==> config.mk <==
export PLATFORM = sky130hd
export DESIGN_NAME = timer_mc
export DESIGN_NICKNAME = d
export VERILOG_FILES = /design/src/rtl/timer_mc.sv
export SDC_FILE = /design/constraint.sdc
export NUM_CORES = 1
export LEC_CHECK = 0
export BUFFER_PORTS_ARGS = -buffer_cell sky130_fd_sc_hd__buf_2
export CAP_MARGIN = 25
export CELL_PAD_IN_SITES_DETAIL_PLACEMENT = 0
export CELL_PAD_IN_SITES_GLOBAL_PLACEMENT = 1
export CORE_ASPECT_RATIO = 0.5
export CORE_MARGIN = 5
export CORE_UTILIZATION = 41
export CTS_CLUSTER_SIZE = 12
export DETAILED_ROUTE_END_ITERATION = 7
export HOLD_SLACK_MARGIN = 0.15
export PLACE_DENSITY = 0.78
export SYNTH_ARGS = -nofsm -noshare
export SYNTH_HDL_FRONTEND = slang
export SYNTH_SLANG_ARGS = --single-unit
export TNS_END_PERCENT = 100
==> constraint.sdc <==
create_clock -name clk -period 3.2 [get_ports clk]
set_input_delay 0 -clock clk [delete_from_list [all_inputs] [get_ports clk]]
set_output_delay 0 -clock clk [all_outputs]
set_load 0.02 [all_outputs]
==> src/rtl/timer_mc.sv <==
// timer_mc: multi-channel general-purpose timer.
// Each channel runs an up-counter behind its own prescaler. The compare value,
// prescale value and mode are captured when the channel starts. A channel
// raises a one-cycle match pulse and a sticky flag that software clears.
module timer_mc #(
    parameter int WIDTH     = 32,
    parameter int CHANNELS  = 4,
    parameter int PSC_WIDTH = 8
) (
    input  logic                          clk,
    input  logic                          rst_n,
    input  logic [CHANNELS-1:0]           trigger,
    input  logic [CHANNELS-1:0]           halt,
    input  logic [CHANNELS-1:0]           single_shot,
    input  logic [CHANNELS*WIDTH-1:0]     compare_value,
    input  logic [CHANNELS*PSC_WIDTH-1:0] prescale,
    input  logic [CHANNELS-1:0]           match_clear,
    output logic [CHANNELS-1:0]           active,
    output logic [CHANNELS-1:0]           match_occurred,
    output logic [CHANNELS-1:0]           match_flag,
    output logic [CHANNELS*WIDTH-1:0]     counter
);

    localparam logic ST_IDLE     = 1'b0;
    localparam logic ST_COUNT    = 1'b1;
    localparam logic MODE_SINGLE = 1'b1;
    localparam logic MODE_CONT   = 1'b0;

    genvar g;
    generate
        for (g = 0; g < CHANNELS; g = g + 1) begin : g_ch
            logic                 r_state;
            logic                 r_mode;
            logic                 r_flag;
            logic [WIDTH-1:0]     r_cnt;
            logic [WIDTH-1:0]     r_cmp;
            logic [PSC_WIDTH-1:0] r_psc;
            logic [PSC_WIDTH-1:0] r_psc_lat;
            logic                 w_tick;
            logic                 w_hit;
            logic                 w_match;

            // Prescaler tick, compare hit and the externally visible match pulse.
            // Halt suppresses the pulse in the cycle it stops the channel.
            always_comb begin
                w_tick  = (r_psc == r_psc_lat);
                w_hit   = w_tick && (r_cnt == r_cmp);
                w_match = (r_state == ST_COUNT) && !halt[g] && w_hit;
            end

            // Channel state machine: start/latch from IDLE, count, stop on halt or single-shot match.
            always_ff @(posedge clk) begin
                if (!rst_n) begin
                    r_state   <= ST_IDLE;
                    r_mode    <= MODE_SINGLE;
                    r_cnt     <= {WIDTH{1'b0}};
                    r_cmp     <= {WIDTH{1'b0}};
                    r_psc     <= {PSC_WIDTH{1'b0}};
                    r_psc_lat <= {PSC_WIDTH{1'b0}};
                end else begin
                    case (r_state)
                        ST_IDLE: begin
                            if (trigger[g] && !halt[g]) begin
                                r_state   <= ST_COUNT;
                                r_cmp     <= compare_value[g*WIDTH +: WIDTH];
                                r_psc_lat <= prescale[g*PSC_WIDTH +: PSC_WIDTH];
                                r_mode    <= single_shot[g] ? MODE_SINGLE : MODE_CONT;
                                r_cnt     <= {WIDTH{1'b0}};
                                r_psc     <= {PSC_WIDTH{1'b0}};
                            end else begin
                                r_state <= ST_IDLE;
                            end
                        end
                        ST_COUNT: begin
                            if (halt[g]) begin
                                r_state <= ST_IDLE;
                                r_cnt   <= {WIDTH{1'b0}};
                                r_psc   <= {PSC_WIDTH{1'b0}};
                            end else if (w_hit) begin
                                r_cnt   <= {WIDTH{1'b0}};
                                r_psc   <= {PSC_WIDTH{1'b0}};
                                r_state <= (r_mode == MODE_SINGLE) ? ST_IDLE : ST_COUNT;
                            end else if (w_tick) begin
                                r_cnt <= r_cnt + WIDTH'(1'b1);
                                r_psc <= {PSC_WIDTH{1'b0}};
                            end else begin
                                r_psc <= r_psc + PSC_WIDTH'(1'b1);
                            end
                        end
                        default: begin
                            r_state <= ST_IDLE;
                            r_cnt   <= {WIDTH{1'b0}};
                            r_psc   <= {PSC_WIDTH{1'b0}};
                        end
                    endcase
                end
            end

            // Sticky match flag: a new match takes priority over a clear in the same cycle.
            always_ff @(posedge clk) begin
                if (!rst_n) begin
                    r_flag <= 1'b0;
                end else if (w_match) begin
                    r_flag <= 1'b1;
                end else if (match_clear[g]) begin
                    r_flag <= 1'b0;
                end else begin
                    r_flag <= r_flag;
                end
            end

            assign active[g]                     = (r_state == ST_COUNT);
            assign match_occurred[g]             = w_match;
            assign match_flag[g]                 = r_flag;
            assign counter[g*WIDTH +: WIDTH]     = r_cnt;
        end
    endgenerate

endmodule

# == Word level (Yosys, flattened, before mapping) ==
# Index checks and enable logic that the tools add are counted.
# op_classes
n_addsub,8
reduce_logical,32
eq_ne,16
bitwise,4
n_mux,72
# op_table
cell,n
2-to-1 mux 32 bit,16
case mux 32 bit (2 select lines),4
adder 32 x 1 -> 32 bit (second input constant),4
equality test 32 bit,4
2-to-1 mux 8 bit,16
case mux 8 bit (2 select lines),4
adder 8 x 1 -> 8 bit (second input constant),4
equality test 8 bit,4
2-to-1 mux 1 bit,28
logical AND 1 bit,16
!= test 4 x 2 -> 1 bit (second input constant),4
AND reduction 2 bit,8
!= test 2 bit (second input constant),4
case mux 1 bit (2 select lines),4
nonzero test 2 bit,4
zero test 1 bit,4
NOT 1 bit,4
# totals
elab_cells,160
reg_bits,332
input_bits,178
output_inout_bits,140

# == Longest topological paths before layout ==
# Gate-level depths: netlist (run 1).
# depth
word_depth,5
mapped_depth,9
depth_no_buf,7

# == Worst setup path after synthesis (run 1) ==
# No wires, ideal clock.
# synth_path
path_type,reg2reg
startpoint,reg g_ch[3].r_cnt[0]
endpoint,reg g_ch[3].r_cnt[30]
period_less_slack_ns,2.453
required_ns,3.142
arrival_time_ns,2.395
setup_time_ns,0.058
path_stages_with_launch,9
setup_slack_ns,0.747
path_buffers,1
path_cell_list,dfxtp_1 > ha_1 > and4_1 > and3_1 > buf_4 > nand3_1 > or4_1 > a2111oi_0 > a21o_1
# synth_via
elab_chain_len,5
elab_cells_between_ends,9
cone_classes,1 x add/sub; 2 x eq/ne; 4 x mux; 2 x reduce/logical
# synth_rtl
item,line_no,text
from (decl),35,logic [WIDTH-1:0] r_cnt;
from (signal assigned),56,r_cnt <= {WIDTH{1'b0}};
from (signal assigned),68,r_cnt <= {WIDTH{1'b0}};
from (signal assigned),77,r_cnt <= {WIDTH{1'b0}};
adder 32 x 1 -> 32 bit / equality test 32 bit (equally long branches),"84, 47",
2-to-1 mux 32 bit / logical AND 1 bit (equally long branches),"83, 47",
2-to-1 mux 32 bit,79,end else if (w_hit) begin
2-to-1 mux 32 bit,75,if (halt[g]) begin
case mux 32 bit (2 select lines),61,case (r_state)
# Several ways; a longest one is shown, not always the timed one. The select of a mux whose other input is x is not followed.
# A chain may end at the register's enable or synchronous reset.

# == Final worst setup path (run 1) ==
# layout_path
startpoint,reg g_ch[0].r_cnt[20]
endpoint,reg g_ch[0].r_cnt[14]
# layout_via
elab_chain_len,5
elab_cells_between_ends,7
cone_classes,2 x eq/ne; 3 x mux; 2 x reduce/logical
# layout_rtl
item,line_no,text
from (decl),35,
from (signal assigned),56,
from (signal assigned),68,
from (signal assigned),77,
equality test 32 bit (*),47,w_hit = w_tick && (r_cnt == r_cmp);
logical AND 1 bit (*),47,
2-to-1 mux 32 bit,79,
2-to-1 mux 32 bit,75,
case mux 32 bit (2 select lines),61,
# Every way passes the cells marked *; elsewhere a longest branch is shown, timed or not.

==> results_dict.tcl, run 1 <==
set metrics [dict create \
    status "finished, final reports clean" \
    yosys-top-cells-area "sky130_fd_sc_hd__dfxtp_1 (41%), sky130_fd_sc_hd__nand2_1 (10%), sky130_fd_sc_hd__xor2_1 (7.6%)" \
    crit-reg2reg-capture "g_ch[0].r_cnt[14]" \
    place.gp.congestion 0.885 \
    power_density_over_the_cells_nw_per_um2 430 \
    synth-compound-area-share_pct 14.9 \
    pin_count 318 \
    synth-seq-cells 332 \
    worstHoldPathType "input pin to register" \
    detailedPlacementHpwl_mm 37.7 \
    vias_in_the_first_global_route 15700 \
    globalRouteOverflowTotal 0 \
    cpMaxStageDelayCell "sky130_fd_sc_hd__dfxtp_1" \
    static-leakage-power_uw 0.00900 \
    clock_skew_ns 0.0160 \
    path_clk_slew_ns 0.06 \
    setup_tns_after_final_layout_ns 0 \
    firstDrtPassIters 5 \
    cp-startpoint "g_ch[0].r_cnt[20]" \
    pin_slew_with_the_least_headroom_to_its_limit_ns 1.00 \
    finalHoldViolCount 0 \
    level_count_of_the_clock_h_tree 2 \
    fill_cells 3652 \
    worst_r2r_startpoint "g_ch[0].r_cnt[20]" \
    worst_ir_drop_vdd_v 0.000312 \
    hold_ws_ns 0.164 \
    synth-xor-area-share_pct 11.9 \
    synth_top_family_by_area "simple AND/OR/NAND/NOR gates" \
    synth_enable_flop_cells 0 \
    cp_slowest_stage_delay_ns 0.60 \
    track_usage_pct 23.8 \
    die_x_um 291 \
    max_slew_headroom_at_the_worst_pin_pct 33.3 \
    post-layout-total-power_uw 9270 \
    worst_ep_required_time_ns 3.58 \
    layout.core_utilization_pct 55.5 \
    synth_nets 2202 \
    final_layout_size_suffix_gt1_share_pct 18.0 \
    drt-vias-per-instance 5.30 \
    route.vias.total 16200 \
    grt_antenna_before_repair 2 \
    design.die.area_um2 43700 \
    route.detailed.wl_per_inst_um 17.6 \
    place.port_buffers 317 \
    cts_buffers 35 \
    synth_area_leader_cell "sky130_fd_sc_hd__dfxtp_1" \
    final-max-slew-violation-count 0 \
    cts_sinks 332 \
    layout-area-overhead-vs-synth_pct 33.5 \
    clockBufferDepth 3 \
    chipHeight_um 150 \
    post_synthesis_simple_gate_area_fraction_pct 27.4 \
    maxcap_viol_count 0 \
    finalSetupViolations 0 \
    sum_of_buffers_and_inverters_on_the_critical_path 1 \
    synth_adder_area_share_pct 0.620 \
    timing.reg2reg.setup_slack_ns 0.20 \
    pin_count_of_the_biggest_net_entering_global_routing 88 \
    start_util_pct 41.5 \
    time_the_final_worst_path_needs_with_i_o_delays_and_setup_ns 3.00 \
    yosysWarningCount 0 \
    drtAntennaViolNets 0 \
    crit_path_cell_trace "xor2_1, nor4_1, nand4_1, o311ai_1, buf_4, and2_1, nor2_1" \
    critical_path_cell_count 7 \
    endpoint "g_ch[0].r_cnt[14]" \
    synth_cells 2016 \
    synth.lib_cells_used.distinct 75 \
    synthMuxAreaShare_pct 0.124 \
    total_wirelength_mm 53.9 \
    yosys_most_used_dff "sky130_fd_sc_hd__dfxtp_1" \
    worstRegToRegCells 7 \
    timing.critical_path.max_delay_family "simple AND/OR/NAND/NOR gates" \
    share_of_the_clock_period_used_by_the_worst_path_after_layout_pct 93.6 \
    highest_layer "met4" \
    critPathArrivalTime_ns 3.37 \
    synth_sequential_area_ratio_pct 41.2 \
    clock_tree.root_cell "sky130_fd_sc_hd__clkbuf_16" \
    route.detailed.drc 0 \
    criticalPathCategory "register to register" \
    critical_path.max_fanout 15 \
    detailroute.wirelength.met3_mm 2.38 \
    synthDominantCellAreaShare_pct 41.2 \
    netlist_area_um2 16100 \
    grt_pass1_wl_mm 85.6 \
    standard_cell_core_area_um2 38900 \
    start_kind "register" \
    initialDrtViolationCount 1065 \
    crit_path_end_kind "register" \
    clock.fmax_mhz 334 \
    wl_met1_mm 24.0 \
    async_reset_ff_share_pct 0 \
    synth_area_per_cell_um2 8.01 \
    clock_insertion_delay_worst_skew_ns 0.52 \
    rows 51 \
    setup_repair_after_global_routing_missed_its_margin "false" \
    design.final.nets 2703 \
    met2RoutedLength_mm 26.4 \
    cts_tree "done" \
]
[layer usage]
metal	track usage, %	vias to the layer above
met5	0	-
met4	5.91	0
met2	41.3	382
met3	3.26	95
met1	31.6	7722
li1	-	8031
[metrics by stage]
step	setup slack (ns)	cells	instance area, µm²
6_report	0.205	3062	21600
5_1_grt	0.0367	3062	21600
4_1_cts	0.0967	3059	21500
3_5_place_dp	0.314	2790	18300
3_3_place_gp	0.286	2790	18300
2_1_floorplan	0.747	2016	16100
[cell usage in the layout (no fill, tap or decap), drive strengths merged, types with 9 or more instances in the layout]
cell	instances
a21o	11
xor2	141
or4	16
a22oi	9
or2	11
nor2b	13
nor2	114
nand3	61
and3	20
o21ai	37
nand4	59
a2bb2oi	9
dfxtp	332
nand2b	16
o2bb2ai	10
nand2	436
a31oi	27
nor4b	9
nor3	28
a21oi	212
and2	15
clkbuf	45
dlygate4sd3	219
and4	17
or3	20
o21a	17
nor4	67
xnor2	78
buf	376
inv	17
[state kept, by name (all words and copies together) (netlist names)]
name / flops
g_ch.r_cnt: 128
g_ch.r_cmp: 128
g_ch.r_flag: 4
g_ch.r_state: 4
g_ch.r_psc_lat: 32
g_ch.r_mode: 4
g_ch.r_psc: 32
[report_power, final]
part,internal (µW),switching (µW)
clock,2240,1670
sequential,4240,87.0
combinational,473,572
total,6950,2320
[tightest hold or removal path, cell delays in order]
cell and delay [ns]:
sky130_fd_sc_hd__buf_2 0.10, sky130_fd_sc_hd__nand2b_1 0.10, sky130_fd_sc_hd__nor2b_1 0.22, sky130_fd_sc_hd__a21oi_1 0.17, sky130_fd_sc_hd__nor2_1 0.04
[logic make-up after synthesis]
family,after synthesis
AO/OA/AOI/OAI,392
XOR/XNOR,219
adder cells (fa/ha/maj),8
buffers and inverters,147
flip-flops,332
multiplexers,2
AND/OR/NAND/NOR,916
[how the worst min path moves through the flow]
stage                        end      startpoint  slack [ns]  cells after the start
2_1_floorplan     g_ch[0].r_mode  single_shot[0]        0.12                      2
3_3_place_gp      g_ch[2].r_mode  single_shot[2]        0.21                      3
3_5_place_dp      g_ch[2].r_mode  single_shot[2]        0.21                      3
4_1_cts         g_ch[2].r_psc[0]      trigger[2]        0.15                      5
5_1_grt        g_ch[3].r_cnt[18]           rst_n        0.19                      3
6_report        g_ch[2].r_psc[0]      trigger[2]        0.16                      5
[cell usage after synthesis, types with 9 or more instances]
cell type                   number
sky130_fd_sc_hd__or2_2           9
sky130_fd_sc_hd__a2bb2oi_1       9
sky130_fd_sc_hd__a31oi_1        27
sky130_fd_sc_hd__clkbuf_1      102
sky130_fd_sc_hd__o21ai_0        32
sky130_fd_sc_hd__xnor2_1        78
sky130_fd_sc_hd__nor4_1         63
sky130_fd_sc_hd__and4_1         17
sky130_fd_sc_hd__nand3_1        61
sky130_fd_sc_hd__and3_1         20
sky130_fd_sc_hd__inv_1          15
sky130_fd_sc_hd__nand4_1        59
sky130_fd_sc_hd__xor2_1        141
sky130_fd_sc_hd__dfxtp_1       332
sky130_fd_sc_hd__o2bb2ai_1      10
sky130_fd_sc_hd__o21a_1         17
sky130_fd_sc_hd__a21o_1         11
sky130_fd_sc_hd__nand2_1       436
sky130_fd_sc_hd__or4_1          14
sky130_fd_sc_hd__buf_2          10
sky130_fd_sc_hd__buf_4          15
sky130_fd_sc_hd__a22oi_1         9
sky130_fd_sc_hd__nor2_1        113
sky130_fd_sc_hd__and2_1         15
sky130_fd_sc_hd__nor2b_1        13
sky130_fd_sc_hd__a21oi_1       211
sky130_fd_sc_hd__or3_1          19
sky130_fd_sc_hd__nor3_1         28
sky130_fd_sc_hd__nand2b_1       16
[cell type report]
| class | instances | area, µm² | area share (%) |
|---|---|---|---|
| clock inverter | 5 | 78.8 | 0.366 |
| tap | 530 | 663 | 3.08 |
| timing repair buffer | 595 | 4240 | 19.7 |
| clock buffer | 45 | 953 | 4.42 |
| sequential | 332 | 6650 | 30.8 |
| multi-input combinational | 1537 | 8910 | 41.3 |
| antenna | 2 | 5.00 | 0.0232 |
| inverter | 16 | 65.1 | 0.302 |
[repair_timing]
action / in CTS / in global routing
resized for setup: 1 / 1
hold endpoints to repair: 195 / 0
setup endpoints to repair: 1 / 2
hold buffers: 219 / 0
setup buffers: 0 / 0
(Power assumes the default switching activity.)
==> run 2: changes to the inputs <==
- HOLD_SLACK_MARGIN: 0.15 -> default
- PLACE_DENSITY: 0.78 -> 0.81
==> results_dict.tcl, run 2 (synthesized netlist as in run 1, its figures left out) <==
set metrics [dict create \
    cp_slowest_stage_delay_ns 0.57 \
    layout.core_utilization_pct 54.5 \
    cpMaxStageDelayCell "sky130_fd_sc_hd__dfxtp_1" \
    detailedPlacementHpwl_mm 37.8 \
    criticalPathCategory "register to output pin" \
    worstHoldPathCells 4 \
    maxcap_viol_count 0 \
    critical_path.max_fanout 12 \
    rows 51 \
    crit_path_cell_trace "xor2_1, nor4_1, nand4_1, nor4_1, buf_4, buf_2" \
    time_the_final_worst_path_needs_with_i_o_delays_and_setup_ns 2.95 \
    level_count_of_the_clock_h_tree 2 \
    commonest_non_fill_non_tap_cells_in_the_layout "sky130_fd_sc_hd__nand2_1 (436), sky130_fd_sc_hd__dfxtp_1 (332), sky130_fd_sc_hd__buf_2 (317), sky130_fd_sc_hd__a21oi_1 (211), sky130_fd_sc_hd__dlygate4sd3_1 (178)" \
    finalSetupViolations 0 \
    cts_sinks 332 \
    crit-reg2reg-capture "g_ch[0].r_cnt[14]" \
    status "finished, final reports clean" \
    timing.reg2reg.setup_slack_ns 0.30 \
    post-cts-setup-buffers 0 \
    worstHoldPathType "input pin to register" \
    hold_path.startpoint "trigger[3]" \
    start_kind "register" \
    place.gp.congestion 0.900 \
    grt_pass1_wl_mm 82.2 \
    clock_tree.root_cell "sky130_fd_sc_hd__clkbuf_16" \
    start_util_pct 41.5 \
    drtAntennaViolNets 0 \
    standard_cell_core_area_um2 38900 \
    cp_common_cell "sky130_fd_sc_hd__nor4_1" \
    route.detailed.wl_per_inst_um 17.5 \
    pin_count 318 \
    track_usage_pct 23.0 \
    largest_registers "g_ch.r_cmp x128, g_ch.r_cnt x128" \
    vias_in_the_first_global_route 15100 \
    power_density_over_the_cells_nw_per_um2 437 \
    total_wirelength_mm 53.1 \
    cts_tree "done" \
    pin_slew_with_the_least_headroom_to_its_limit_ns 0.944 \
    placed_cells 2794 \
    final-max-slew-violation-count 0 \
    setup_repair_after_global_routing_missed_its_margin "false" \
    static-leakage-power_uw 0.00879 \
    worst_ep_required_time_ns 3.20 \
    share_of_the_clock_period_used_by_the_worst_path_after_layout_pct 92.3 \
    worst_r2r_startpoint "g_ch[0].r_cnt[20]" \
    clock_insertion_delay_worst_skew_ns 0.53 \
    route.vias.total 16000 \
    mostFrequentLayoutCell "sky130_fd_sc_hd__nand2_1" \
    clock.fmax_mhz 339 \
    drt-vias-per-instance 5.29 \
    design.die.area_um2 43700 \
    clockBufferDepth 3 \
    grt_antenna_before_repair 1 \
    layout-area-overhead-vs-synth_pct 31.3 \
    finalHoldViolCount 0 \
    worst_ir_drop_vdd_v 0.000306 \
    initialDrtViolationCount 887 \
    chipHeight_um 150 \
    route.detailed.drc 0 \
    pin_count_of_the_biggest_net_entering_global_routing 64 \
    design.final.nets 2665 \
    setup_tns_after_final_layout_ns 0 \
    cts_buffers 35 \
    clock_skew_ns 0.0202 \
    max_slew_headroom_at_the_worst_pin_pct 37.0 \
    cp-startpoint "g_ch[0].r_cnt[20]" \
    place.port_buffers 317 \
    layout.cells.non_filler 3031 \
    critPathArrivalTime_ns 2.95 \
    firstDrtPassIters 5 \
    worstRegToRegCells 6 \
    die_x_um 291 \
    path_clk_slew_ns 0.06 \
    final_layout_size_suffix_gt1_share_pct 18.4 \
    crit_path_end_kind "output pin" \
    worstHoldEndpoint "g_ch[3].r_cnt[1]" \
    globalRouteOverflowTotal 0 \
]
==> run 2: changes by cell type in the layout (fill, tap and decap cells not counted), sizes merged <==
cell / delta
bufinv: -1
clkinv: +2
diode: +4
dlygate4sd3: -41
clkbuf: +2
buf: +3
==> run 2: worst max path at each step <==
stage | slack, ns | to | cells after the start
after floorplan | 0.75 | g_ch[3].r_cnt[30] | 8
after global placement | 0.28 | g_ch[0].r_cnt[30] | 6
after detailed placement | 0.25 | g_ch[0].r_cnt[14] | 6
after CTS | 0.21 | g_ch[0].r_cnt[14] | 6
after global routing | 0.11 | g_ch[0].r_cnt[14] | 6
final | 0.25 | match_occurred[0] | 6
==> run 2: metrics by stage <==
stage | total power [µW] | setup slack (ns) | area [µm²] | hold slack, ns
6_report | 9270 | 0.247 | 21200 | 0.0796
5_1_grt | 9640 | 0.110 | 21200 | 0.122
4_1_cts | 9360 | 0.207 | 21200 | 0.0814
2_1_floorplan | 4910 | 0.747 | 16100 | 0.124
3_5_place_dp | 5240 | 0.252 | 18300 | 0.214
3_3_place_gp | 5230 | 0.284 | 18300 | 0.208
==> run 2: area by class of cell <==
cell class,count,area [µm²]
Antenna cell,6,15.0
Clock buffer,47,982
Clock inverter,6,70.1
Fill cell,3711,17700
Inverter,16,65.1
Multi-Input combinational cell,1537,8900
Sequential cell,332,6650
Tap cell,530,663
Timing Repair Buffer,557,3850
==> run 2: worst max-delay path: cells and delay by family, from the launching register on <==
family / cells / cell delay [ns]
xor gates and xnor gates: 1 / 0.13
DFF: 1 / 0.57
and+or+nand+nor: 3 / 1.30
buffers and inverters: 2 / 0.42
==> run 2: power by group <==
group	switching [µW]	total, µW	internal, µW
Clock	1720	3940	2220
Sequential	85.0	4320	4240
Combinational	558	1000	445
Total	2360	9270	6910
==> run 2: per-layer routing <==
layer	GRT usage [%]	up-vias	routed length (µm)	share of wire, %
met5	0	-	0	0
met4	7.05	0	1440	2.7
met3	3.76	97	2220	4.2
met2	39.7	362	25700	48
met1	29.9	7603	23800	45
li1	-	7963	-	-
==> run 2: timing repair <==
item / in CTS / in global routing
endpoints found under the setup margin: 0 / 15
endpoints found under the hold margin: 176 / 0
hold buffers: 178 / 0
gates resized for setup: 0 / 1
